File: src/rtl/data_bus_responder.sv
// rtl/data_bus_responder.sv - processor data-port responder: RAM and memory-mapped I/O with wait-request stall
module data_bus_responder #(
    parameter int RAM_LATENCY = 1
) (
    input  logic        Clock,
    input  logic        Reset,
    input  logic [15:0] DataAddr,
    input  logic [15:0] DataOut,
    input  logic        WriteData,
    input  logic        ReadData,
    output logic [15:0] DataIn,
    output logic        DataWaitreq,
    output logic [11:0] ram_addr,
    output logic [15:0] ram_wdata,
    output logic        ram_we,
    input  logic [15:0] ram_q,
    input  logic [9:0]  SW,
    input  logic [3:0]  KEY,
    output logic [9:0]  LEDR,
    output logic [6:0]  HEX0,
    output logic [6:0]  HEX1,
    output logic [6:0]  HEX2,
    output logic [6:0]  HEX3,
    output logic [6:0]  HEX4,
    output logic [6:0]  HEX5
);

    localparam int CNT_W = (RAM_LATENCY < 2) ? 1 : $clog2(RAM_LATENCY + 1);

    typedef enum logic [1:0] {S_IDLE, S_ACCESS, S_DONE} state_t;

    state_t             state_q, state_d;
    logic [CNT_W-1:0]   cnt_q, cnt_d;
    logic [15:0]        addr_q, addr_d;
    logic [15:0]        wdata_q, wdata_d;
    logic               is_write_q, is_write_d;
    logic [15:0]        din_q, din_d;
    logic [9:0]         ledr_q, ledr_d;
    logic [6:0]         hex_q [6];
    logic [6:0]         hex_d [6];
    logic [9:0]         sw_meta_q, sw_sync_q;
    logic [3:0]         key_meta_q, key_sync_q;

    logic               req;
    logic [3:0]         region_q;
    logic [2:0]         sel_q;
    logic [6:0]         hex_rd;
    logic [15:0]        rd_data;

    assign req      = ReadData | WriteData;
    assign region_q = addr_q[15:12];
    assign sel_q    = addr_q[2:0];

    always_ff @(posedge Clock or posedge Reset) begin
        if (Reset) begin
            state_q    <= S_IDLE;
            cnt_q      <= '0;
            addr_q     <= '0;
            wdata_q    <= '0;
            is_write_q <= 1'b0;
            din_q      <= '0;
            ledr_q     <= '0;
            for (int i = 0; i < 6; i++) hex_q[i] <= 7'h7F;
            sw_meta_q  <= '0;
            sw_sync_q  <= '0;
            key_meta_q <= '0;
            key_sync_q <= '0;
        end else begin
            state_q    <= state_d;
            cnt_q      <= cnt_d;
            addr_q     <= addr_d;
            wdata_q    <= wdata_d;
            is_write_q <= is_write_d;
            din_q      <= din_d;
            ledr_q     <= ledr_d;
            hex_q      <= hex_d;
            sw_meta_q  <= SW;
            sw_sync_q  <= sw_meta_q;
            key_meta_q <= KEY;
            key_sync_q <= key_meta_q;
        end
    end

    always_comb begin
        state_d = state_q;
        case (state_q)
            S_IDLE:   if (req) state_d = S_ACCESS;
            S_ACCESS: if (cnt_q == '0) state_d = S_DONE;
            S_DONE:   state_d = S_IDLE;
            default:  state_d = S_IDLE;
        endcase
    end

    // ram_we is purely a function of state, so an async reset drops it at once
    always_comb begin
        ram_we      = 1'b0;
        DataWaitreq = 1'b0;
        case (state_q)
            S_IDLE:   DataWaitreq = req;
            S_ACCESS: begin
                DataWaitreq = req;
                ram_we      = is_write_q && (region_q == 4'h0);
            end
            default: ;
        endcase
    end

    always_comb begin
        hex_rd = 7'h00;
        for (int i = 0; i < 6; i++) begin
            if (sel_q == 3'(i)) hex_rd = hex_q[i];
        end
        case (region_q)
            4'h0:    rd_data = ram_q;
            4'h1:    rd_data = {6'b0, ledr_q};
            4'h2:    rd_data = {9'b0, hex_rd};
            4'h3:    rd_data = addr_q[0] ? {12'b0, key_sync_q} : {6'b0, sw_sync_q};
            default: rd_data = 16'h0000;
        endcase
    end

    always_comb begin
        addr_d     = addr_q;
        wdata_d    = wdata_q;
        is_write_d = is_write_q;
        cnt_d      = cnt_q;
        din_d      = din_q;
        ledr_d     = ledr_q;
        hex_d      = hex_q;
        if (state_q == S_IDLE && req) begin
            // write wins when both request lines are high
            addr_d     = DataAddr;
            wdata_d    = DataOut;
            is_write_d = WriteData;
            cnt_d      = (!WriteData && DataAddr[15:12] == 4'h0) ? CNT_W'(RAM_LATENCY) : '0;
        end else if (state_q == S_ACCESS) begin
            if (cnt_q != '0) begin
                cnt_d = cnt_q - 1'b1;
            end else if (is_write_q) begin
                if (region_q == 4'h1) ledr_d = wdata_q[9:0];
                if (region_q == 4'h2) begin
                    for (int i = 0; i < 6; i++) begin
                        if (sel_q == 3'(i)) hex_d[i] = wdata_q[6:0];
                    end
                end
            end else begin
                din_d = rd_data;
            end
        end
    end

    assign DataIn    = din_q;
    assign LEDR      = ledr_q;
    assign HEX0      = hex_q[0];
    assign HEX1      = hex_q[1];
    assign HEX2      = hex_q[2];
    assign HEX3      = hex_q[3];
    assign HEX4      = hex_q[4];
    assign HEX5      = hex_q[5];
    assign ram_addr  = addr_q[11:0];
    assign ram_wdata = wdata_q;

endmodule

File: config.mk
export PLATFORM = sky130hd
export DESIGN_NAME = data_bus_responder
export DESIGN_NICKNAME = d
export VERILOG_FILES = /design/src/rtl/data_bus_responder.sv
export SDC_FILE = /design/constraint.sdc
export NUM_CORES = 1
export LEC_CHECK = 0
export CORE_MARGIN = 1
export CORE_UTILIZATION = 53
export CTS_BUF_LIST = sky130_fd_sc_hd__clkbuf_4 sky130_fd_sc_hd__clkbuf_8
export DETAILED_ROUTE_END_ITERATION = 16
export PLACE_DENSITY = 0.95
export SETUP_SLACK_MARGIN = 0.2
export SLEW_MARGIN = 20
export SYNTH_ARGS = -nofsm -noshare
export SYNTH_HDL_FRONTEND = slang
export SYNTH_SLANG_ARGS = --single-unit
File: constraint.sdc
create_clock -name Clock -period 6.75 [get_ports Clock]
set_clock_uncertainty 0.2 [all_clocks]
set_input_delay 1.35 -clock Clock [delete_from_list [all_inputs] [get_ports Clock]]
set_output_delay 1.35 -clock Clock [all_outputs]
set_load 0.05 [all_outputs]
* Yosys cells after proc, flatten, opt, wreduce, memory -nomap -nowiden *
Index checks and enable logic that the tools add are counted.

cells by class
  $add $sub $neg = 1
  $mul = 0
  div/mod/pow operators = 0
  magnitude comparators = 0
  equality and inequality tests = 11
  shifts and indexed selects = 0
  mux-type cells = 17
  bitwise logic cells = 4
  reduce and logical (&&, ||, !) cells = 19

operator list
  cell                count
  $pmux 16 s4         1
  $mux 7              6
  $reduce_and 6->1    6
  $mux 10             1
  $eq 4x2->1 const B  2
  $logic_not 4->1     2
  $eq 3x2->1 const B  2
  $eq 3x3->1 const B  2
  $mux 1              6
  $reduce_and 5->1    1
  $eq 4x1->1 const B  1
  $mux 2              2
  $ne 2x2->1 const B  2
  $pmux 2 s2          1
  $reduce_and 4->1    1
  $eq 3x1->1 const B  1
  $logic_and 1x1->1   3
  $logic_not 3->1     1
  $not 1->1           3
  $eq 2x1->1 const B  1
  $logic_not 2->1     1
  $reduce_and 2->1    1
  $reduce_bool 2->1   1
  $reduce_or 2->1     1
  other kinds (3)     3

storage, ports and cells
  bits in registers = 132
  bits in latches = 0
  bits in writable memories = 0
  memory bits (read-only) = 0
  output and inout port bits = 98
  word-level logic and storage cells = 69
  memories kept = 0

* Longest topological paths before layout *
  depth in word-level cells = 8
  gate-level depth with buffers = 6
  gate-level depth less buffers = 4

* Worst setup path before layout *
Ideal clock, no wire load.

  kind = register -> output
  start point = reg addr_q[13]
  end point = out ram_we
  arrival time = 2413 ps
  required time = 5200 ps
  slack = 2787 ps
  cell stages (with the launch flop) = 4
  buffers on the path = 1
  cell sequence = dfrtp_1 > or3_1 > clkbuf_1 > nor4_1

between the ends
  longest elaborated chain between the ends = 3

ends and longest elaborated chain
  element                 line  RTL
  start, declared         34    logic [15:0] addr_q, addr_d;
  start signal, assigned  71    addr_q <= addr_d;
  $logic_not 4->1         102   ram_we = is_write_q && (region_q == 4'h0);
  $logic_and 1x1->1       102
  $mux 1                  98    case (state_q)
  end, declared           15    output logic ram_we,

No other way between the ends.

* Final worst setup path *
  start point = in WriteData
  end point = out DataWaitreq

between the ends
  longest elaborated chain between the ends = 2

ends and longest elaborated chain
  element          line  RTL
  start, declared  9     input logic WriteData,
  $or 1x1->1       50    assign req = ReadData | WriteData;
  $mux 1           98
  end, declared    12    output logic DataWaitreq,

No other way between the ends.

==> run summary <==
Status: finished clean
Slew @ Worst Pin: 0.9977 ns
Final min period: 4.548 ns
Sequential area share after synthesis: 0.6062
Die Area: 0.01086 mm^2
Vias in the first global route: 4192
# diodes: 0
Delay-heaviest family, CP: buffers and inverters
CP max stage delay: 0.71 ns
Ports: 164
WL/cell: 20.53 um
Antenna violation net count after detailed routing: 0
Inserted Clock Buffers: 17
Placed cell area: 0.007157 mm^2
Yosys reg bits: 132
Final instance area: 0.007600 mm^2
First-pass GRT wire length: 22.27 mm
Skew-Pair Late Insertion Delay: 0.43 ns
Chip width: 104.2 um
Reg clk slew, reported paths: 0.07 ns
CP Data Required Time: 5.20 ns
H-Tree Depth: 4
Worst slew margin: 0.3333
Via density: 5.676
Synth Instances: 382
CP max-delay cell: clkdlybuf4s50_1
Cell chain of the critical path: clkdlybuf4s50_1, o21bai_1, inv_1, clkdlybuf4s50_1
Post-synth EDFFs: 0
Final core occ: 0.7634
Mapped cell area: 0.005535 mm^2
Largest net degree at the start of global routing: 81
DRC violations left: 0
Final Hold Fails: 0
Crit path capture type: output pin
Post-CTS Setup Inserts: 0
Synthesized area per cell: 14.49 um^2
Post-placement cell count: 647
CP bufs+invs: 3
Drt total wl: 13.94 mm
Yosys cell types: 46
Detailed Place HPWL: 9.632 mm
Async S/R FF share, synth: 1.000
Cell mode on critical path: clkdlybuf4s50_1
Prevailing post-synth register cell: dfrtp_1
DIE HEIGHT: 104.2 um
Count of final setup violators: 0
Initial Util: 0.5561
Post-Syn Nets: 448
Cts hold-fix bufs: 0
Pwr per Cell Area: 491.8 mW/mm^2
CP arrival: 3.00 ns
DRT Pass-1 Iters: 4
Clock tree buffer depth: 2
WS Path Type: input port to output pin
Total grt overflow: 0
Initial DRC count: 160
Clk root buf: clkbuf_8
Crit share post-route: 0.6738
Max Cap Violations: 0
FP Rows: 36
Lkg Pwr: 3.172 nW
CTS tree: done
Hold WC Path Type: flop to flop
Post_cts resized: 0
Yosys Warn Count: 0
Fmax: 219.9 MHz
Layout cells sized above 1: 0.3168
RSZ-0062 raised after global routing: no
Final nets: 599
Overall Global Routing Usage: 0.2702
Crit start category: input port
Initial antenna violation count: 0
IO Port Bufs: 163
Num Clock Sinks: 132
RD Place Congestion: 0.8357
Sum Neg Setup Slack: 0 ns
Area Overhead vs Synth: 37.30%
Final Non-Filler Cells: 679
Via count: 3854
Peak VDD IR: 0.0003144 V
Core area: 0.009955 mm^2
Final Max Slew Viols: 0
Critical path peak fanout: 5
sequential cells by signal, summed over array words and instances, names as in the netlist:
signal      count
cnt_q           1
key_meta_q      4
HEX4            7
state_q         2
ram_wdata      16
LEDR           10
key_sync_q      4
sw_meta_q      10
HEX3            7
HEX1            7
HEX0            7
addr_q         16
DataIn         16
HEX2            7
is_write_q      1
HEX5            7
sw_sync_q      10
area by class of cell:
cell class                      instances  area, um^2
Sequential cell                       132        3356
Fill cell                             602        2355
Multi-Input combinational cell        208        1956
Timing Repair Buffer                  164        1639
Clock buffer                           19       261.5
Clock inverter                         13       181.4
Tap cell                              133       166.4
Inverter                               10       40.04
cell families after synthesis:
kind of cell,Yosys count,share of synthesized area
simple gates,51,0.05945
buf+inv,42,0.04182
compound gates,52,0.07346
mux,105,0.2190
flops,132,0.6062
cell usage after synthesis, drive strengths merged (5+ instances only):
master,number,area (um^2)
nor2,10,45.04
a22o,9,78.83
and3,6,37.54
inv,10,37.54
buf,21,152.6
dfrtp,90,2252
mux2i,18,180.2
dfstp,42,1104
a2111oi,6,52.55
nand2,7,26.28
o31ai,5,37.54
clkbuf,11,41.29
mux2,87,1032
a22oi,6,45.04
o32ai,6,52.55
metrics by stage:
stage | hold slack (ns) | total power [mW] | setup WS, ns
after floorplan | 0.1312 | 2.473 | 1.743
after detailed placement | 0.1347 | 3.013 | 2.204
after CTS | 0.1523 | 3.745 | 2.206
after global routing | 0.1579 | 3.878 | 2.116
after global placement | 0.1338 | 2.953 | 2.235
final | 0.1525 | 3.738 | 2.202
power breakdown:
group          internal (mW)  switching, mW  total, mW
combinational          0.644           1.04       1.68
sequential              1.04          0.282       1.33
clock                  0.420          0.308      0.729
total                   2.11           1.63       3.74
layout by cell type (no fill, tap or decap), types with 2 or more instances in the layout:
master,synthesis,layout
clkdlybuf4s50_1,0,163
dfrtp_1,90,90
mux2_2,73,73
dfstp_2,42,42
clkbuf_8,0,19
mux2i_1,18,18
mux2_4,14,14
inv_1,10,9
a22o_1,9,9
nor2_1,9,8
nand2_1,7,7
o32ai_1,6,6
and3_1,6,6
a2111oi_0,6,6
a22oi_1,6,6
o31ai_1,5,5
clkinvlp_4,0,5
or2_2,4,4
o22ai_1,4,4
o211ai_1,4,4
bufinv_16,0,4
nor2b_1,3,3
or4_1,3,3
o21ai_0,3,3
o2bb2ai_1,3,3
clkinv_2,0,3
nor2_4,1,2
nand2b_1,2,2
a21oi_1,2,2
or3_1,2,2
nor4_1,2,2
nor3_1,2,2
path summary, 6_finish.rpt:
check                              from           end  slack (ns)  cells past startpoint
min in group asynchronous         Reset       LEDR[4]        1.30                      2
max in group asynchronous         Reset     DataIn[3]        3.80                      3
hold reg to reg            sw_meta_q[4]  sw_sync_q[4]        0.15                      0
setup / recovery              WriteData   DataWaitreq        2.20                      4
hold / removal             sw_meta_q[4]  sw_sync_q[4]        0.15                      0
setup reg to reg             addr_q[12]       HEX0[1]        3.93                      4
metal layers:
| layer | share of wire | vias up | track usage |
|---|---|---|---|
| li1 | - | 1693 | - |
| met1 | 0.40 | 1978 | 0.3248 |
| met2 | 0.51 | 152 | 0.4481 |
| met3 | 0.058 | 31 | 0.07957 |
| met4 | 0.033 | 0 | 0.1265 |
| met5 | 0 | - | 0 |
Power figures use the tool's default switching activity.
